==> config.mk <==
export PLATFORM = sky130hd
export DESIGN_NAME = anc_tdma_sched_flat
export DESIGN_NICKNAME = d
export VERILOG_FILES = /design/src/rtl/anc_sched_pkg.sv /design/src/rtl/anc_tdma_sched_if.sv /design/src/rtl/anc_rr_arbiter.sv /design/src/rtl/anc_tdma_sched.sv /design/src/flat_wrapper.sv
export SDC_FILE = /design/constraint.sdc
export NUM_CORES = 1
export LEC_CHECK = 0
export BUFFER_PORTS_ARGS = -buffer_cell sky130_fd_sc_hd__buf_2
export CAP_MARGIN = 40
export CORE_MARGIN = 4
export CORE_UTILIZATION = 45
export CTS_BUF_LIST = sky130_fd_sc_hd__clkbuf_8
export DETAILED_ROUTE_END_ITERATION = 10
export PLACE_DENSITY_LB_ADDON = 0.25
export SLEW_MARGIN = 20
export SYNTH_ARGS = -nofsm -noshare
export SYNTH_HDL_FRONTEND = slang
export SYNTH_SLANG_ARGS = --single-unit
==> constraint.sdc <==
create_clock -name clk -period 4.05 [get_ports clk]
set_input_delay 0.2025 -clock clk [delete_from_list [all_inputs] [get_ports clk]]
set_output_delay 0.2025 -clock clk [all_outputs]
set_load 0.01 [all_outputs]
==> src/rtl/anc_sched_pkg.sv <==
// Shared definitions for the anchor TX TDMA scheduler.
//   - sched_state_e : FSM state codes, also exported on the sched_state debug port
//   - DEF_*_LEN     : reset values of the slot and guard lengths
//   - rr_pick       : round-robin search helper, returns {hit, index}
package anc_sched_pkg;

    typedef enum logic [2:0] {
        ST_IDLE = 3'd0,
        ST_WARM = 3'd1,
        ST_SYNC = 3'd2,
        ST_GAP  = 3'd3,
        ST_ARB  = 3'd4,
        ST_TX   = 3'd5
    } sched_state_e;

    localparam int unsigned DEF_SLOT_LEN  = 32768;
    localparam int unsigned DEF_GUARD_LEN = 32768;
    localparam int unsigned RR_MAX_CH     = 16;

    // Walks the channels starting at ptr and wrapping modulo nch; the first
    // eligible channel wins. Works on a 16-wide view so one function serves
    // every channel count from 2 to 16.
    function automatic logic [4:0] rr_pick(input logic [15:0] eligible,
                                           input logic [3:0]  ptr,
                                           input int unsigned nch);
        logic [4:0]  res;
        int unsigned idx;
        res = 5'd0;
        for (int unsigned i = 0; i < RR_MAX_CH; i++) begin
            idx = (32'(ptr) + i) % nch;
            if (i < nch && !res[4] && eligible[idx[3:0]]) begin
                res = {1'b1, idx[3:0]};
            end
        end
        return res;
    endfunction

endpackage

==> src/rtl/anc_tdma_sched_if.sv <==
// Configuration channel of the TDMA scheduler.
//   cfg_tvalid    : host offers a new {mask, slot, guard} set
//   cfg_tready    : scheduler can accept it (low while a set is pending)
//   cfg_en_mask   : per-channel enable
//   cfg_slot_len  : TX slot length in cycles
//   cfg_guard_len : guard gap length in cycles
// A transfer happens on a rising clock edge where cfg_tvalid and cfg_tready
// are both high; the fields must be stable while cfg_tvalid is high.
interface anc_tdma_sched_if #(
    parameter int NCH       = 4,
    parameter int CNT_WIDTH = 24
);
    logic                 cfg_tvalid;
    logic                 cfg_tready;
    logic [NCH-1:0]       cfg_en_mask;
    logic [CNT_WIDTH-1:0] cfg_slot_len;
    logic [CNT_WIDTH-1:0] cfg_guard_len;

    modport master (
        output cfg_tvalid, cfg_en_mask, cfg_slot_len, cfg_guard_len,
        input  cfg_tready
    );

    modport slave (
        input  cfg_tvalid, cfg_en_mask, cfg_slot_len, cfg_guard_len,
        output cfg_tready
    );
endinterface

==> src/rtl/anc_rr_arbiter.sv <==
// Combinational round-robin pick. The pointer register lives in the parent.
//   eligible : channels that may be granted this cycle
//   ptr      : channel where the search starts
//   hit      : at least one channel eligible
//   idx      : chosen channel (valid when hit)
module anc_rr_arbiter
    import anc_sched_pkg::*;
#(
    parameter int NCH = 4,
    localparam int CW = (NCH > 1) ? $clog2(NCH) : 1
) (
    input  logic [NCH-1:0] eligible,
    input  logic [CW-1:0]  ptr,
    output logic           hit,
    output logic [CW-1:0]  idx
);
    logic [4:0] pick;

    always_comb begin
        pick = rr_pick(16'(eligible), 4'(ptr), NCH);
    end

    assign hit = pick[4];
    assign idx = CW'(pick[3:0]);
endmodule

==> src/rtl/anc_tdma_sched.sv <==
// TDMA scheduler for the anchor TX chain. Each frame: DDS warm-up, one
// preamble sync window, then round-robin TX slots among requesting channels,
// with a guard gap (DDS held in soft reset) before every arbitration.
//   clk, reset  : clock, asynchronous active-low reset
//   run         : frames start and continue while high
//   cfg         : config channel (slave side)
//   req         : per-channel TX request, sampled in ARB only
//   sig_done    : signal generator finished its sweep, ends a TX slot early
//   sig_srst    : DDS soft reset, high in GAP
//   prmb_sel    : preamble mux select / GPIO marker, high in SYNC
//   tx_valid    : high in SYNC and TX
//   grant       : one-hot grant, high in TX
//   ch_sel      : granted channel index
//   frame_cnt   : completed frames
//   sched_state : FSM state code
module anc_tdma_sched
    import anc_sched_pkg::*;
#(
    parameter int NCH        = 4,
    parameter int CNT_WIDTH  = 24,
    parameter int PRMB_LEN   = 261888,
    parameter int DDS_DELAY  = 32,
    parameter int DEF_SLOT   = DEF_SLOT_LEN,
    parameter int DEF_GUARD  = DEF_GUARD_LEN,
    parameter int FCNT_WIDTH = 16,
    localparam int CW        = (NCH > 1) ? $clog2(NCH) : 1
) (
    input  logic                  clk,
    input  logic                  reset,
    input  logic                  run,
    anc_tdma_sched_if.slave       cfg,
    input  logic [NCH-1:0]        req,
    input  logic                  sig_done,
    output logic                  sig_srst,
    output logic                  prmb_sel,
    output logic                  tx_valid,
    output logic [NCH-1:0]        grant,
    output logic [CW-1:0]         ch_sel,
    output logic [FCNT_WIDTH-1:0] frame_cnt,
    output logic [2:0]            sched_state
);
    typedef logic [CNT_WIDTH-1:0] len_t;

    // Zero-length windows would never terminate on a >= (len-1) compare.
    function automatic len_t sanitize(input len_t l);
        return (l == '0) ? len_t'(1) : l;
    endfunction

    sched_state_e          state_q, state_d;
    len_t                  cnt_q, cnt_d;
    logic [NCH-1:0]        served_q, served_d;
    logic [CW-1:0]         ptr_q, ptr_d, ch_q, ch_d;
    logic [FCNT_WIDTH-1:0] fcnt_q, fcnt_d;
    logic [NCH-1:0]        act_mask_q, act_mask_d, pend_mask_q, pend_mask_d;
    len_t                  act_slot_q, act_slot_d, pend_slot_q, pend_slot_d;
    len_t                  act_guard_q, act_guard_d, pend_guard_q, pend_guard_d;
    logic                  tready_q, tready_d;
    logic                  go_warm;
    logic [NCH-1:0]        eligible;
    logic                  hit;
    logic [CW-1:0]         pick_idx;

    assign eligible = act_mask_q & req & ~served_q;

    anc_rr_arbiter #(.NCH(NCH)) u_arb (
        .eligible (eligible),
        .ptr      (ptr_q),
        .hit      (hit),
        .idx      (pick_idx)
    );

    always_ff @(posedge clk or negedge reset) begin
        if (!reset) state_q <= ST_IDLE;
        else        state_q <= state_d;
    end

    always_comb begin
        state_d      = state_q;
        cnt_d        = cnt_q + len_t'(1);
        served_d     = served_q;
        ptr_d        = ptr_q;
        ch_d         = ch_q;
        fcnt_d       = fcnt_q;
        act_mask_d   = act_mask_q;
        act_slot_d   = act_slot_q;
        act_guard_d  = act_guard_q;
        pend_mask_d  = pend_mask_q;
        pend_slot_d  = pend_slot_q;
        pend_guard_d = pend_guard_q;
        tready_d     = tready_q;
        go_warm      = 1'b0;

        // tready low doubles as "pending set waiting for the next frame".
        if (cfg.cfg_tvalid && tready_q) begin
            pend_mask_d  = cfg.cfg_en_mask;
            pend_slot_d  = cfg.cfg_slot_len;
            pend_guard_d = cfg.cfg_guard_len;
            tready_d     = 1'b0;
        end

        case (state_q)
            ST_IDLE: begin
                cnt_d = '0;
                if (run) begin
                    state_d = ST_WARM;
                    go_warm = 1'b1;
                end
            end
            ST_WARM: begin
                if (cnt_q >= len_t'(DDS_DELAY - 1)) begin
                    state_d  = ST_SYNC;
                    cnt_d    = '0;
                    served_d = '0;
                end
            end
            ST_SYNC: begin
                if (cnt_q >= len_t'(PRMB_LEN - 1)) begin
                    state_d = ST_GAP;
                    cnt_d   = '0;
                end
            end
            ST_GAP: begin
                if (cnt_q >= act_guard_q - len_t'(1)) begin
                    state_d = ST_ARB;
                    cnt_d   = '0;
                end
            end
            ST_ARB: begin
                cnt_d = '0;
                if (hit) begin
                    state_d  = ST_TX;
                    ch_d     = pick_idx;
                    served_d = served_q | (NCH'(1) << pick_idx);
                    ptr_d    = (pick_idx == CW'(NCH - 1)) ? '0 : pick_idx + CW'(1);
                end else begin
                    // Nothing left to serve: the frame is complete.
                    fcnt_d = fcnt_q + FCNT_WIDTH'(1);
                    if (run) begin
                        state_d = ST_WARM;
                        go_warm = 1'b1;
                    end else begin
                        state_d = ST_IDLE;
                    end
                end
            end
            ST_TX: begin
                if (sig_done || cnt_q >= act_slot_q - len_t'(1)) begin
                    state_d = ST_GAP;
                    cnt_d   = '0;
                end
            end
            default: begin
                state_d = ST_IDLE;
                cnt_d   = '0;
            end
        endcase

        // Config only takes effect at a frame boundary.
        if (go_warm && !tready_q) begin
            act_mask_d  = pend_mask_q;
            act_slot_d  = sanitize(pend_slot_q);
            act_guard_d = sanitize(pend_guard_q);
            tready_d    = 1'b1;
        end
    end

    always_ff @(posedge clk or negedge reset) begin
        if (!reset) begin
            cnt_q        <= '0;
            served_q     <= '0;
            ptr_q        <= '0;
            ch_q         <= '0;
            fcnt_q       <= '0;
            act_mask_q   <= '1;
            act_slot_q   <= sanitize(len_t'(DEF_SLOT));
            act_guard_q  <= sanitize(len_t'(DEF_GUARD));
            pend_mask_q  <= '0;
            pend_slot_q  <= '0;
            pend_guard_q <= '0;
            tready_q     <= 1'b1;
            sig_srst     <= 1'b0;
            prmb_sel     <= 1'b0;
            tx_valid     <= 1'b0;
            grant        <= '0;
        end else begin
            cnt_q        <= cnt_d;
            served_q     <= served_d;
            ptr_q        <= ptr_d;
            ch_q         <= ch_d;
            fcnt_q       <= fcnt_d;
            act_mask_q   <= act_mask_d;
            act_slot_q   <= act_slot_d;
            act_guard_q  <= act_guard_d;
            pend_mask_q  <= pend_mask_d;
            pend_slot_q  <= pend_slot_d;
            pend_guard_q <= pend_guard_d;
            tready_q     <= tready_d;
            // Decoded from the next state so they are valid on state entry.
            sig_srst     <= (state_d == ST_GAP);
            prmb_sel     <= (state_d == ST_SYNC);
            tx_valid     <= (state_d == ST_SYNC) || (state_d == ST_TX);
            grant        <= (state_d == ST_TX) ? (NCH'(1) << ch_d) : '0;
        end
    end

    assign cfg.cfg_tready = tready_q;
    assign ch_sel         = ch_q;
    assign frame_cnt      = fcnt_q;
    assign sched_state    = state_q;
endmodule
==> src/flat_wrapper.sv <==
// flat-port wrapper written by rule: the top's interface ports become plain ports
module anc_tdma_sched_flat import anc_sched_pkg::*;
#(
    parameter int NCH        = 4,
    parameter int CNT_WIDTH  = 24,
    parameter int PRMB_LEN   = 261888,
    parameter int DDS_DELAY  = 32,
    parameter int DEF_SLOT   = DEF_SLOT_LEN,
    parameter int DEF_GUARD  = DEF_GUARD_LEN,
    parameter int FCNT_WIDTH = 16,
    localparam int CW        = (NCH > 1) ? $clog2(NCH) : 1
)
  (clk, reset, run, req, sig_done, sig_srst, prmb_sel, tx_valid, grant, ch_sel, frame_cnt, sched_state, cfg_cfg_tvalid, cfg_cfg_en_mask, cfg_cfg_slot_len, cfg_cfg_guard_len, cfg_cfg_tready);
  anc_tdma_sched_if #(.NCH(NCH), .CNT_WIDTH(CNT_WIDTH)) cfg_i ();
  input  logic clk;
  input  logic reset;
  input  logic run;
  input  logic [NCH-1:0] req;
  input  logic sig_done;
  output logic sig_srst;
  output logic prmb_sel;
  output logic tx_valid;
  output logic [NCH-1:0] grant;
  output logic [CW-1:0] ch_sel;
  output logic [FCNT_WIDTH-1:0] frame_cnt;
  output logic [2:0] sched_state;
  input wire logic [$bits(cfg_i.cfg_tvalid)-1:0] cfg_cfg_tvalid;
  input wire logic [$bits(cfg_i.cfg_en_mask)-1:0] cfg_cfg_en_mask;
  input wire logic [$bits(cfg_i.cfg_slot_len)-1:0] cfg_cfg_slot_len;
  input wire logic [$bits(cfg_i.cfg_guard_len)-1:0] cfg_cfg_guard_len;
  output wire logic [$bits(cfg_i.cfg_tready)-1:0] cfg_cfg_tready;
  assign cfg_i.cfg_tvalid = cfg_cfg_tvalid;
  assign cfg_i.cfg_en_mask = cfg_cfg_en_mask;
  assign cfg_i.cfg_slot_len = cfg_cfg_slot_len;
  assign cfg_i.cfg_guard_len = cfg_cfg_guard_len;
  assign cfg_cfg_tready = cfg_i.cfg_tready;
  anc_tdma_sched #(.NCH(NCH), .CNT_WIDTH(CNT_WIDTH), .PRMB_LEN(PRMB_LEN), .DDS_DELAY(DDS_DELAY), .DEF_SLOT(DEF_SLOT), .DEF_GUARD(DEF_GUARD), .FCNT_WIDTH(FCNT_WIDTH)) u_core (.clk(clk), .reset(reset), .run(run), .cfg(cfg_i), .req(req), .sig_done(sig_done), .sig_srst(sig_srst), .prmb_sel(prmb_sel), .tx_valid(tx_valid), .grant(grant), .ch_sel(ch_sel), .frame_cnt(frame_cnt), .sched_state(sched_state));
endmodule
==> qor.txt <==
Synth Instances - 740
sequential-to-total area share from yosys stat - 0.481
clock root buffer - clkbuf_8
DRT Pass-1 Iters - 5
clk slew on worst S/H paths - 0.09 ns
Crit. End Element - register
Setup crit start kind - register
fin nets - 1039
first-pass GRT wire length - 30600 um
Residual DRC - 0
Starting DRT DRC Count - 257
clock net sink count - 163
most common cell after layout, fill and taps aside - dfrtp_1
PortBufs - 89
unrepaired setup endpoints after global routing - true
WS Path Type - register to register
H-tree depth - 4
most common flop cell mapped by yosys - dfrtp_1
max-slew violations - 0
Inst Count DP - 1070
Cell Pwr Density - 586 nW/um2
Max Clock Freq - 242 MHz
Cell Rows - 49
syn nets - 857
global route overflow - 0
I/O pin total - 90
final cycle utilization of the critical path - 1.02
Yosys reg bits - 163
worst min path class - primary input to async pin
Pint - 4190 uW
Lkg Pwr - 0.00479 uW
detail-routed net length per standard cell - 15.3 um
antenna violations before repair - 0
asr flop ratio synth - 1.00
Warnings, synthesis - 0
clock network power share - 0.222
area grow syn2layout - 24.9%
final setup violating endpoints - 25
GPL Wtd Cong - 0.816
GRT Overall Usage - 0.174
worst endpoint data arrival time - 4.48 ns
worst-skew pair later-pin latency - 0.46 ns
Vias/cell - 5.27
RR Endpoint - u_core.cnt_q[21]$_DFF_PN0_
Reg power frac - 0.442
Horiz. Die Dim - 145 um
die height - 145 um
Top cell by count, worst path - or4_4
status - finished with violations
initial cell density of the core - 0.465
Switching Power - 2030 uW
hpwl dp - 12700 um
Detail Route Antenna Nets - 0
Worst Skew - 0.0154 ns
layout cells sized above 1 - 0.314
final WL - 17800 um
Crit Path Max Fanout - 12
slowest stage cell, crit path - or4_4
Required @ worst endpoint - 4.40 ns
CTS tree - done
Post-Synthesis Cell Area - 8490 um2
Combinational Power Share - 0.336
CTS max path bufs - 2
crit path time final - 4.13 ns
Max stage delay on crit path - 0.53 ns
met1 Resource Use GR - 0.229
global routing's busiest layer - met2
Yosys cell types - 55
worst setup margin - -0.0836 ns
most frequent cells in the layout - 156 x dfrtp_1, 104 x mux2_2, 88 x buf_2
final std cells w/o fill - 1164
maxcap violations - 0
largest net degree at the start of global routing - 79
fill count - 1539
Post-synth EDFFs - 0
reg2reg setup slack - -0.08 ns
Num CTS Buffers - 17
via count - 6135
Avg Inst Size Synth - 11.5 um2
worst r2r src - u_core.act_slot_q[5]$_DFFE_PN0P_
slew margin rel. - 0.480
grt met2 use - 0.291
DIE AREA - 21100 um2
Final Util - 0.581
area of the core - 18300 um2
failing checks - setup timing
M3 GR Usage - 0.0349
Sw Share - 0.326
critical path cell sequence - or4_4, or3_4, nor3_4, nand2_1, or4_4, nor4_4, xnor2_1, ha_1, nand4_1, nor4_1, o21ai_1, o211a_1, nor3b_4, a221oi_2, buf_4, buf_6, nor2_1
ANT cells - 0
worst-margin pin slew - 0.775 ns
final hold vios - 0
Peak VDD IR - 290 uV
vias in the first global route - 6279
worst reg-to-reg path cell count - 17
==> cell type report <==
cell class	count	area (um2)	area share
Multi-Input combinational cell	551	4410	0.415
Sequential cell	163	4090	0.385
Timing Repair Buffer	178	1310	0.124
Clock buffer	21	289	0.0273
Tap cell	229	287	0.0270
Clock inverter	11	184	0.0173
Inverter	11	41.3	0.00389
==> worst max-delay path by stage <==
stage	startpoint	to	slack (ns)	cells past startpoint
2_1_floorplan	u_core.act_slot_q[5]$_DFFE_PN0P_	u_core.cnt_q[22]$_DFF_PN0_	-0.07	16
3_3_place_gp	u_core.act_slot_q[5]$_DFFE_PN0P_	u_core.cnt_q[21]$_DFF_PN0_	-0.02	16
3_5_place_dp	u_core.act_slot_q[5]$_DFFE_PN0P_	u_core.cnt_q[12]$_DFF_PN0_	-0.11	16
4_1_cts	u_core.act_slot_q[5]$_DFFE_PN0P_	u_core.cnt_q[20]$_DFF_PN0_	-0.12	16
5_1_grt	u_core.act_slot_q[5]$_DFFE_PN0P_	u_core.cnt_q[14]$_DFF_PN0_	-0.28	17
6_report	u_core.act_slot_q[5]$_DFFE_PN0P_	u_core.cnt_q[21]$_DFF_PN0_	-0.08	17
==> registers in the layout (all words and copies together) (netlist names) <==
register               count
u_core.ch_sel              2
u_core.act_guard_q        24
u_core.sig_srst            1
u_core.sched_state         3
u_core.ptr_q               2
u_core.act_mask_q          4
u_core.pend_guard_q       24
u_core.prmb_sel            1
u_core.served_q            4
u_core.act_slot_q         24
u_core.cnt_q              24
u_core.frame_cnt          16
u_core.pend_mask_q         4
u_core.cfg.cfg_tready      1
u_core.tx_valid            1
u_core.grant               4
u_core.pend_slot_q        24
==> Yosys cell counts, types with 3 or more instances <==
| master | n | area, um2 |
|---|---|---|
| and3b_1 | 5 | 43.8 |
| or3_1 | 5 | 31.3 |
| nand2_1 | 39 | 146 |
| inv_1 | 11 | 41.3 |
| ha_1 | 56 | 701 |
| nor3_1 | 23 | 115 |
| nor4_1 | 22 | 138 |
| nor3b_1 | 4 | 30.0 |
| nor2b_1 | 5 | 31.3 |
| buf_1 | 4 | 15.0 |
| o21ai_0 | 14 | 70.1 |
| a31oi_1 | 3 | 18.8 |
| nor2_1 | 65 | 244 |
| a21oi_1 | 24 | 120 |
| clkbuf_1 | 11 | 41.3 |
| nand4_1 | 16 | 100 |
| mux2_2 | 104 | 1170 |
| nand3_1 | 20 | 100 |
| nand2b_1 | 5 | 31.3 |
| dfrtp_1 | 156 | 3900 |
| and3_1 | 10 | 62.6 |
| xnor2_1 | 51 | 447 |
| a211oi_1 | 6 | 45.0 |
| and4_1 | 3 | 26.3 |
| dfstp_2 | 7 | 184 |
| xor2_1 | 30 | 263 |
| a311oi_1 | 3 | 26.3 |
==> metrics by stage <==
stage	TNS [ns]	instance area, um2	power (uW)	setup slack [ns]	hold WS, ns
floorplan	-1.49	8510	4110	-0.0749	-0.0931
global placement	-0.508	9410	4690	-0.0233	0.377
detailed placement	-2.82	9440	4770	-0.113	0.102
CTS	-2.82	10400	6220	-0.115	0.168
global route	-8.07	10600	6700	-0.285	0.195
finish	-1.80	10600	6220	-0.0836	0.182
==> repair_timing <==
item                                    in CTS  in global routing
pin swaps                                    0                  5
endpoints found under the setup margin      29                 33
gates cloned                                 0                  1
hold endpoints to repair                   181                  0
setup buffers                                0                  7
resized for setup                            0                 22
hold buffers                                54                  0
==> critical path, delay by kind of cell, from the launching register on <==
| family | cells | cell delay (ns) |
|---|---|---|
| AND/OR/NAND/NOR | 10 | 2.37 |
| AO/OA/AOI/OAI | 3 | 0.55 |
| flip-flops | 1 | 0.38 |
| buffers and inverters | 2 | 0.33 |
| adder cells (fa/ha/maj) | 1 | 0.30 |
| XOR/XNOR | 1 | 0.11 |
==> cell families (layout without fill, tap and decap cells) <==
kind of cell | Yosys count | count (layout) | synth area share
DFF | 163 | 163 | 0.481
muxes | 105 | 105 | 0.139
xor gates and xnor gates | 81 | 81 | 0.0835
buffers and inverters | 26 | 221 | 0.0115
and+or+nand+nor | 240 | 240 | 0.150
adders and majority gates | 56 | 56 | 0.0825
AOI/OAI and AO/OA | 69 | 69 | 0.0517
==> power groups by stage <==
stage | clock (uW) | sequential [uW] | combinational [uW]
after detailed placement | 0 | 2770 | 2000
after global routing | 1500 | 2830 | 2370
final | 1380 | 2750 | 2090
after global placement | 0 | 2760 | 1940
after CTS | 1420 | 2740 | 2060
after floorplan | 0 | 2620 | 1480
==> routing by layer <==
metal | vias to the layer above | share of wire
met5 | - | 0
met4 | 0 | 0.015
met3 | 20 | 0.036
met2 | 115 | 0.49
met1 | 2955 | 0.46
li1 | 3045 | -
Power figures use the tool's default switching activity.
